===== config.mk =====
export PLATFORM = sky130hd
export DESIGN_NAME = ri_weight_streamer
export DESIGN_NICKNAME = d
export VERILOG_FILES = /design/src/rtl/ri_weight_streamer_pkg.sv /design/src/rtl/ri_out_reg.sv /design/src/rtl/ri_weight_streamer.sv
export SDC_FILE = /design/constraint.sdc
export NUM_CORES = 1
export LEC_CHECK = 0
export BUFFER_PORTS_ARGS = -buffer_cell sky130_fd_sc_hd__buf_2
export CORE_MARGIN = 4
export CORE_UTILIZATION = 25
export CTS_CLUSTER_DIAMETER = 200
export DETAILED_ROUTE_END_ITERATION = 8
export PLACE_DENSITY = 0.54
export SLEW_MARGIN = 20
export SYNTH_ARGS = -nofsm -noshare
export SYNTH_HDL_FRONTEND = slang
export SYNTH_SLANG_ARGS = --single-unit

===== constraint.sdc =====
create_clock -name clk -period 2.5 [get_ports clk]
set_input_delay 0.125 -clock clk [delete_from_list [all_inputs] [get_ports clk]]
set_output_delay 0.125 -clock clk [all_outputs]
set_load 0.02 [all_outputs]

===== src/rtl/ri_weight_streamer_pkg.sv =====
// Shared constants and FSM encoding for the recurrent-weight ROM streamer.
// The ROM and the MAC stage use the same geometry constants.
package ri_weight_streamer_pkg;

    localparam int unsigned D_WL      = 24;
    localparam int unsigned UNITS_NUM = 5;
    localparam int unsigned DEPTH     = 180;
    localparam int unsigned ADDR_W    = 8;
    localparam int unsigned ROW_W     = UNITS_NUM * D_WL;

    typedef enum logic [1:0] {
        StIdle  = 2'd0,
        StFetch = 2'd1,
        StDrain = 2'd2
    } ri_state_e;

endpackage


===== src/rtl/ri_out_reg.sv =====
// Valid/ready output register holding one weight row, its index and the last flag.
// Clear has priority over load; data and index are kept on clear.
module ri_out_reg #(
    parameter int unsigned DataW = 120,
    parameter int unsigned IdxW  = 8
) (
    input  logic             clk_i,
    input  logic             rst_ni,
    input  logic             load_i,
    input  logic             clear_i,
    input  logic [DataW-1:0] data_i,
    input  logic [IdxW-1:0]  idx_i,
    input  logic             last_i,
    output logic             valid_o,
    output logic [DataW-1:0] data_o,
    output logic [IdxW-1:0]  idx_o,
    output logic             last_o
);

    logic             valid_q, valid_d;
    logic [DataW-1:0] data_q, data_d;
    logic [IdxW-1:0]  idx_q, idx_d;
    logic             last_q, last_d;

    always_comb begin
        valid_d = valid_q;
        data_d  = data_q;
        idx_d   = idx_q;
        last_d  = last_q;
        if (clear_i) begin
            valid_d = 1'b0;
            last_d  = 1'b0;
        end else if (load_i) begin
            valid_d = 1'b1;
            data_d  = data_i;
            idx_d   = idx_i;
            last_d  = last_i;
        end
    end

    always_ff @(posedge clk_i or negedge rst_ni) begin
        if (!rst_ni) begin
            valid_q <= 1'b0;
            data_q  <= '0;
            idx_q   <= '0;
            last_q  <= 1'b0;
        end else begin
            valid_q <= valid_d;
            data_q  <= data_d;
            idx_q   <= idx_d;
            last_q  <= last_d;
        end
    end

    assign valid_o = valid_q;
    assign data_o  = data_q;
    assign idx_o   = idx_q;
    assign last_o  = last_q;

endmodule


===== src/rtl/ri_weight_streamer.sv =====
// Sequences reads of the recurrent-weight ROM and streams a contiguous run of rows
// to the gate MAC array, one row per beat over valid/ready.
module ri_weight_streamer
    import ri_weight_streamer_pkg::*;
(
    input  logic               clk,
    input  logic               rst_n,
    input  logic               start,
    input  logic [ADDR_W-1:0]  base,
    input  logic [ADDR_W:0]    len,
    input  logic               abort,
    output logic [ADDR_W-1:0]  rom_addr,
    input  logic [ROW_W-1:0]   rom_data,
    output logic               w_valid,
    input  logic               w_ready,
    output logic [ROW_W-1:0]   w_data,
    output logic [ADDR_W-1:0]  w_idx,
    output logic               w_last,
    output logic               busy,
    output logic               done
);

    localparam logic [ADDR_W-1:0] LastAddr = ADDR_W'(DEPTH - 1);
    localparam logic [ADDR_W:0]   DepthExt = (ADDR_W + 1)'(DEPTH);
    localparam logic [ADDR_W:0]   RemOne   = (ADDR_W + 1)'(1);

    ri_state_e         state_q, state_d;
    logic [ADDR_W-1:0] addr_q, addr_d;
    logic [ADDR_W:0]   remaining_q, remaining_d;
    logic              busy_q, busy_d;
    logic              done_q, done_d;
    logic              load, clear, advance;

    assign advance = !w_valid || w_ready;

    always_comb begin
        state_d     = state_q;
        addr_d      = addr_q;
        remaining_d = remaining_q;
        busy_d      = busy_q;
        done_d      = 1'b0;
        load        = 1'b0;
        clear       = 1'b0;
        // Abort beats both start and handshake; a beat shown with abort is dropped.
        if (abort) begin
            state_d = StIdle;
            busy_d  = 1'b0;
            clear   = 1'b1;
        end else begin
            unique case (state_q)
                StIdle: begin
                    if (start) begin
                        if (len != '0) begin
                            addr_d      = ({1'b0, base} >= DepthExt) ? '0 : base;
                            remaining_d = len;
                            busy_d      = 1'b1;
                            state_d     = StFetch;
                        end else begin
                            done_d = 1'b1;
                        end
                    end
                end
                StFetch: begin
                    if (advance && (remaining_q != '0)) begin
                        load        = 1'b1;
                        addr_d      = (addr_q == LastAddr) ? '0 : addr_q + 1'b1;
                        remaining_d = remaining_q - RemOne;
                        if (remaining_q == RemOne) begin
                            state_d = StDrain;
                        end
                    end
                end
                StDrain: begin
                    if (w_valid && w_ready) begin
                        clear   = 1'b1;
                        done_d  = 1'b1;
                        busy_d  = 1'b0;
                        state_d = StIdle;
                    end
                end
                default: state_d = StIdle;
            endcase
        end
    end

    always_ff @(posedge clk or negedge rst_n) begin
        if (!rst_n) begin
            state_q     <= StIdle;
            addr_q      <= '0;
            remaining_q <= '0;
            busy_q      <= 1'b0;
            done_q      <= 1'b0;
        end else begin
            state_q     <= state_d;
            addr_q      <= addr_d;
            remaining_q <= remaining_d;
            busy_q      <= busy_d;
            done_q      <= done_d;
        end
    end

    ri_out_reg #(
        .DataW (ROW_W),
        .IdxW  (ADDR_W)
    ) u_out_reg (
        .clk_i   (clk),
        .rst_ni  (rst_n),
        .load_i  (load),
        .clear_i (clear),
        .data_i  (rom_data),
        .idx_i   (addr_q),
        .last_i  (remaining_q == RemOne),
        .valid_o (w_valid),
        .data_o  (w_data),
        .idx_o   (w_idx),
        .last_o  (w_last)
    );

    assign rom_addr = addr_q;
    assign busy     = busy_q;
    assign done     = done_q;

endmodule


# Yosys cells after proc, flatten, opt, wreduce, memory -nomap -nowiden
# Cells that the tools add are included.
# word_totals
reg_bits	151
latchBits	0
mem_bits_rw	0
mem_bits_ro	0
output_inout_bits	140
word_cells	76
n_memories	0
# op_classes
n_addsub	2
n_mul	0
n_div	0
order_cmp	1
eq_ne	12
n_shift	0
mux	36
bitwise_logic	2
n_reduce_logical	14
# op_table
cell	n
8-bit two-way mux	5
9-bit two-way mux	3
9-bit case mux with 2 select lines	1
9-bit nonzero test	2
1-bit two-way mux	17
8-bit case mux with 2 select lines	1
2-bit two-way mux	6
3-bit != test, second input constant	4
5-bit AND reduction	2
9-bit by 1-bit == test with 1-bit output, second input constant	1
9-bit by 1-bit subtractor with 9-bit output, second input constant	1
8-bit by 1-bit adder with 8-bit output, second input constant	1
8-bit == test, second input constant	1
8-bit greater-or-equal comparator, second input constant	1
2-bit != test, second input constant	3
2-bit case mux with 3 select lines	1
1-bit case mux with 2 select lines	2
4-bit AND reduction	1
2-bit nonzero test	2
3-bit by 2-bit != test with 1-bit output, second input constant	1
3-bit nonzero test	1
2-bit by 1-bit == test with 1-bit output, second input constant	1
2-bit == test, second input constant	1
1-bit logical AND	2
5 further kinds	6

# Depth between registers and ports, before layout
# Gate-level depths: netlist of the first run.
# logic_depth
depth_word	8
mapped_depth	8
ltp_nobuf	7

# By module
# A second synthesis of the first run with hierarchy kept.
# hier_totals
cells_unflattened	451
area_unflattened_um2	6363.6
# modules_own_cells
module	n_inst	cells_each	area_each_um2
ri_out_reg	1	277	4922.2
ri_weight_streamer	1	174	1441.4

# Worst setup path after synthesis of the first run
# OpenSTA, ideal clock, no wires.
# synth_path
kind	flip-flop to flip-flop
startpoint	register remaining_q[0]
endpoint	register u_out_reg.data_q[100] (netlist: u_out_reg.data_o[100])
arrival_time_ns	2.021
slack_ns	0.355
stages_incl_launch_ff	8
path_buffers	2
period_less_slack_ns	2.145
path_cell_list	dfrtp_1 inv_1 ha_1 a31o_2 nor3_1 clkbuf_1 buf_2 mux2_2
# synth_between
elab_chain_cells	6
# synth_rtl
item	line_no	rtl
from (decl)	ri_weight_streamer.sv:29	logic [ADDR_W:0] remaining_q, remaining_d;
from (signal assigned)	ri_weight_streamer.sv:96	remaining_q <= remaining_d;
9-bit nonzero test	ri_weight_streamer.sv:64	if (advance && (remaining_q != '0)) begin
1-bit logical AND	ri_weight_streamer.sv:64	
1-bit two-way mux	ri_weight_streamer.sv:64	
1-bit two-way mux	ri_weight_streamer.sv:50	unique case (state_q)
1-bit two-way mux	ri_weight_streamer.sv:45	if (abort) begin
2-bit AND reduction (no source line)	--	
to (signal assigned)	ri_out_reg.sv:49	data_q <= data_d;
to (decl)	ri_out_reg.sv:21	logic [DataW-1:0] data_q, data_d;
# No other way between the ends.
# A chain may end at the register's enable or synchronous reset.

# Worst setup path in the final report of the first run
# layout_path
startpoint	register remaining_q[0]
endpoint	register u_out_reg.data_q[54] (netlist: u_out_reg.data_o[54])
# The elaborated chain is that of the path after synthesis.

==> flow_metrics.py, run 1 <==
metrics = {
    "status": {
        "status": "finished, final reports clean",
    },
    "synth": {
        "synth_fp_nets": 598,
        "synth_cell_types": 41,
        "synth_edf_count": 0,
        "syn_avg_cell_area_um2": 13.7,
        "synth_warnings": 0,
        "synth_flop_cell": "dfrtp_1",
        "ys_ff_latch": 151,
        "synth_area_um2": 6190,
        "ys_seq_area_frac": 0.610,
        "async_flop_share": 1.00,
        "synthCells": 452,
    },
    "setup_path": {
        "crit_chain": "inv_1 > ha_1 > a31o_2 > nor3_2 > buf_12 > mux2_2",
        "r2r_slack_ps": 210,
        "r2r_end": "u_out_reg.data_o[54]",
        "critPathLaunch": "remaining_q[0]",
        "cp-start-kind": "flip-flop",
        "worst_path_largest_cell_delay_ps": 430,
        "crit_arrival_ps": 2590,
        "crit_type": "flip-flop to flip-flop",
        "cpLargestDelayFamily": "flip-flops",
        "r2r_cells": 6,
        "cp-end-kind": "flip-flop",
        "crit_path_max_fanout": 68,
        "cpMaxStageDelayCell": "dfrtp_1",
        "worstSetupEndpoint": "u_out_reg.data_o[54]",
        "path_buf_inv": 2,
        "cp.depth": 6,
        "cp_data_required_time_ps": 2790,
        "reg2reg_from": "remaining_q[0]",
    },
    "timing": {
        "period_share": 0.917,
        "fmax_mhz": 436,
        "finClkSkew_ps": 15.9,
        "setup_viol": 0,
        "grt_setup_unrepaired": "false",
        "period_needed_ps": 2290,
        "slew_viol_final": 0,
        "worstMarginPinSlew_ps": 723,
        "final_hold_viol_count": 0,
        "tns_ps": 0,
        "worst_slew_margin_rel": 0.515,
    },
    "clock_network": {
        "cts-resized-gates": 0,
        "cts_buffers": 17,
        "post-cts-setup-buffer-count": 0,
        "cts_buffer_depth": 2,
        "insertion_delay_ps": 410,
        "root_buffer": "clkbuf_16",
        "cts_sinks": 151,
        "htreeDepth": 4,
        "path_clk_slew_ps": 60,
        "cts_tree": "done",
    },
    "grt": {
        "antenna_found_initial": 0,
        "overflow": 0,
        "grt_pass1_wl_um": 27700,
        "grt_pass1_vias": 5447,
        "grt_max_degree": 69,
        "grt_usage": 0.127,
    },
    "hold_path": {
        "holdCritStartpoint": "len[4]",
        "min_path_type": "input port to flip-flop",
    },
    "floorplan": {
        "floorplan.initialDensity": 0.255,
        "die_h_um": 165,
        "rows": 57,
        "die_area_um2": 27300,
        "die_w_um": 165,
        "core_um2": 24300,
        "io_pins": 282,
    },
    "route": {
        "via_per_inst": 4.28,
        "drtAntennaViolNets": 0,
        "drc": 0,
        "dr.pass1.iters": 4,
        "wl_per_cell_um": 14.6,
        "vias": 5151,
        "first_iter_violations": 259,
        "drt_wl_total_um": 17600,
    },
    "pwr": {
        "p_leak_nw": 4.63,
        "ir_drop_uv": 374,
        "design_power_total_mw": 8.60,
        "cellPowerDensity_nw_per_um2": 860,
    },
    "job": {
        "maxCapViolCount": 0,
    },
    "final_layout": {
        "area_growth_pct": 61.5,
        "n_antenna_cell": 0,
        "final_layout_size_suffix_gt1_frac": 0.523,
        "final_nets": 1014,
    },
    "place": {
        "gp_congestion": 0.800,
        "hpwl_um": 12000,
        "portBuffers": 281,
    },
}
==> through the flow <==
step	setup slack (ps)	hold slack, ps	std cells	cell area (µm²)	util
floorplan	355	-171	452	6190	-
global placement	208	101	1048	8100	0.333
detailed placement	199	101	1048	8100	0.333
CTS	194	11.0	1204	10000	0.411
global route	81.5	24.7	1204	10000	0.411
finish	206	37.2	1204	10000	0.411
==> cell families after synthesis <==
family	Yosys count	share of synthesized area
AO/OA/AOI/OAI	66	0.0655
adder cells (fa/ha/maj)	4	0.00808
multiplexers	128	0.233
AND/OR/NAND/NOR	76	0.0637
flip-flops	151	0.610
XOR/XNOR	1	0.00141
buffers and inverters	26	0.0182
==> what timing repair did <==
| action | CTS | global route |
|---|---|---|
| setup endpoints to repair | 0 | 0 |
| hold endpoints to repair | 170 | 0 |
| hold buffers | 125 | 0 |
==> worst min-delay path, cell delays in order <==
cell and delay [ps]:
buf_2 90, a21oi_1 50, o21ai_0 140
==> how the worst min path moves through the flow <==
stage | end | slack [ps] | cells after the start
after detailed placement | u_out_reg.data_o[24] | 100 | 1
after CTS | state_q[1] | 10 | 4
after global placement | u_out_reg.data_o[24] | 100 | 1
after global routing | remaining_q[3] | 20 | 3
final | remaining_q[4] | 40 | 3
after floorplan | busy | -170 | 0
==> placed cells by master, fill, tap and decap left out, types with 8 or more instances in the layout <==
cell,count
nand2_1,15
clkbuf_16,17
dfrtp_1,151
a21oi_1,12
nor2_1,21
nand3_1,8
o21ai_0,27
dlygate4sd3_1,125
mux2_2,128
a31oi_1,9
buf_2,280
==> flip-flops by register name, indices dropped and copies added (netlist names) <==
signal,count
state_q,2
u_out_reg.idx_o,8
done,1
rom_addr,8
busy,1
u_out_reg.data_o,120
remaining_q,9
u_out_reg.last_o,1
u_out_reg.valid_o,1
==> power breakdown <==
group | leakage [nW] | total [mW] | switching [mW] | internal (mW)
Sequential | 1.80 | 3.33 | 0.327 | 3.00
Clock | 0.319 | 2.84 | 1.05 | 1.79
Combinational | 2.51 | 2.44 | 1.35 | 1.09
Total | 4.63 | 8.60 | 2.72 | 5.88
==> cells in the mapped netlist, types with 3 or more instances <==
master    number  area, µm²
mux2_2       128       1440
inv_1          4       15.0
buf_2         12       60.1
nor2_1        21       78.8
a21oi_1       12       60.1
nor4_1         3       18.8
nor3_1         8       40.0
nand2_1       15       56.3
ha_1           4       50.1
a31oi_1        9       56.3
dfrtp_1      151       3780
nor2b_1        4       25.0
clkbuf_1      10       37.5
o21ai_0       28        140
nand3_1        8       40.0
==> routing by layer <==
metal,routed length [µm],part of all wire,global-route usage,vias up
li1,-,-,-,2473
met1,7140,0.41,0.152,2486
met2,8960,0.51,0.221,176
met3,1250,0.071,0.0385,16
met4,258,0.015,0.0364,0
met5,0,0,0,-
==> layout make-up <==
class / instances / area (µm²)
flip-flops and latches: 151 / 3780
multi-input cells: 275 / 2300
clock buffers: 18 / 429
inverters: 4 / 15.0
repair buffers: 419 / 2850
fillers: 2302 / 14300
well taps: 324 / 405
clock inverters: 13 / 218
Note: power is estimated with default switching activity, not from simulation.
==> inputs of run 2 (changes only) <==
--- a/config.mk
+++ b/config.mk
@@ -8,6 +8,7 @@
 export BUFFER_PORTS_ARGS = -buffer_cell sky130_fd_sc_hd__buf_2
 export CORE_MARGIN = 4
 export CORE_UTILIZATION = 25
+export CTS_BUF_LIST = sky130_fd_sc_hd__clkbuf_4
 export CTS_CLUSTER_DIAMETER = 200
 export DETAILED_ROUTE_END_ITERATION = 8
 export PLACE_DENSITY = 0.54
==> flow_metrics.py, run 2 (synthesized netlist as in run 1, its figures left out) <==
metrics = {
    "final_layout": {
        "final_cell_mix": "280 x buf_2, 151 x dfrtp_1, 142 x dlygate4sd3_1",
        "layout_commonest_cell": "buf_2",
        "fillers": 2331,
        "area_growth_pct": 59.6,
        "final_nets": 1031,
        "final_layout_size_suffix_gt1_frac": 0.514,
        "largest_reg_flops": 120,
    },
    "clock_network": {
        "root_buffer": "clkbuf_4",
        "cts_buffer_depth": 2,
        "cts_tree": "done",
        "cts_buffers": 17,
        "insertion_delay_ps": 520,
        "htreeDepth": 4,
        "cts_sinks": 151,
        "path_clk_slew_ps": 150,
        "cts-resized-gates": 0,
    },
    "place": {
        "hpwl_um": 12000,
        "gp_congestion": 0.800,
        "portBuffers": 281,
        "dp_slack_ps": 199,
    },
    "timing": {
        "fin_ws_ps": 196,
        "setup_viol": 0,
        "grt_setup_unrepaired": "false",
        "finClkSkew_ps": 29.7,
        "worst_slew_margin_rel": 0.513,
        "fmax_mhz": 434,
        "period_needed_ps": 2300,
        "period_share": 0.921,
        "slew_viol_final": 0,
        "tns_ps": 0,
        "worstMarginPinSlew_ps": 725,
        "fin_hold_ws_ps": 87.3,
        "final_hold_viol_count": 0,
    },
    "pwr": {
        "p_leak_nw": 4.57,
        "cellPowerDensity_nw_per_um2": 773,
        "ir_drop_uv": 340,
    },
    "setup_path": {
        "r2r_slack_ps": 200,
        "cp-start-kind": "flip-flop",
        "crit_type": "flip-flop to flip-flop",
        "reg2reg_from": "remaining_q[0]",
        "crit_path_max_fanout": 68,
        "crit_arrival_ps": 2700,
        "cp_data_required_time_ps": 2890,
        "r2r_end": "u_out_reg.data_o[32]",
        "r2r_cells": 6,
        "cp-end-kind": "flip-flop",
    },
    "floorplan": {
        "rows": 57,
        "die_h_um": 165,
        "core_um2": 24300,
        "floorplan.initialDensity": 0.255,
        "die_w_um": 165,
        "io_pins": 282,
        "die_area_um2": 27300,
    },
    "route": {
        "drtAntennaViolNets": 0,
        "dr.pass1.iters": 4,
        "via_per_inst": 4.28,
        "wl_per_cell_um": 14.6,
        "vias": 5226,
        "drc": 0,
        "drt_wl_total_um": 17900,
        "first_iter_violations": 273,
    },
    "grt": {
        "antenna_found_initial": 1,
        "grt_pass1_wl_um": 28000,
        "grt_usage": 0.128,
        "grt_pass1_vias": 5584,
        "grt_max_degree": 69,
        "overflow": 0,
    },
    "hold_path": {
        "min_path_type": "input port to asynchronous set/reset pin",
    },
    "job": {
        "maxCapViolCount": 0,
    },
    "status": {
        "status": "finished, final reports clean",
    },
}
run 2: cell count changes in the layout (fill, tap and decap cells not counted), sizes merged:
| cell | delta |
|---|---|
| dlygate4sd3 | +17 |
| diode | +1 |
run 2: metrics by stage:
| stage | util | total power [mW] | instances | area (µm²) |
|---|---|---|---|---|
| 6_report | 0.406 | 7.64 | 1222 | 9880 |
| 5_1_grt | 0.406 | 8.12 | 1222 | 9880 |
| 4_1_cts | 0.406 | 7.77 | 1221 | 9880 |
| 3_5_place_dp | 0.333 | 5.67 | 1048 | 8100 |
| 3_3_place_gp | 0.333 | 5.65 | 1048 | 8100 |
| 2_1_floorplan | - | 4.71 | 452 | 6190 |
run 2: area by class of cell:
cell class,count,area [µm²],share of cell area
clock buffers,18,135,0.0137
diodes,1,2.50,0.000253
multi-input cells,275,2300,0.233
repair buffers,436,3020,0.306
well taps,324,405,0.0410
flip-flops and latches,151,3780,0.383
clock inverters,13,218,0.0220
inverters,4,15.0,0.00152
run 2: power breakdown:
group	total, mW	internal, mW	switching [mW]
Combinational	2.46	1.10	1.35
Clock	1.86	0.923	0.934
Sequential	3.32	2.99	0.330
run 2: how the worst max path moves through the flow:
stage / end / cells after the start / startpoint / slack [ps]
after floorplan: u_out_reg.data_o[100] / 7 / remaining_q[0] / 350
after global placement: u_out_reg.data_o[93] / 6 / remaining_q[0] / 210
after detailed placement: u_out_reg.data_o[50] / 6 / remaining_q[0] / 200
after CTS: u_out_reg.data_o[32] / 6 / remaining_q[0] / 180
after global routing: u_out_reg.data_o[35] / 6 / remaining_q[0] / 70
final: u_out_reg.data_o[32] / 6 / remaining_q[0] / 200
run 2: per-layer routing:
layer	track usage	part of all wire	routed length, µm	up-vias
met2	0.227	0.51	9100	184
met3	0.0382	0.069	1240	19
met4	0.0371	0.014	257	0
li1	-	-	-	2508
met5	0	0	0	-
met1	0.151	0.41	7270	2515
run 2: worst max-delay path: stages (launching register included):
cell     delay [ps]
dfrtp_1         460
inv_1            90
ha_1            250
a31o_2          250
nor3_2          320
buf_12          330
mux2_2          390
run 2: what timing repair did:
| item | 4_1_cts | 5_1_grt |
|---|---|---|
| setup buffers | 0 | 0 |
| hold endpoints to repair | 292 | 0 |
| setup endpoints to repair | 0 | 0 |
| hold buffers | 142 | 0 |
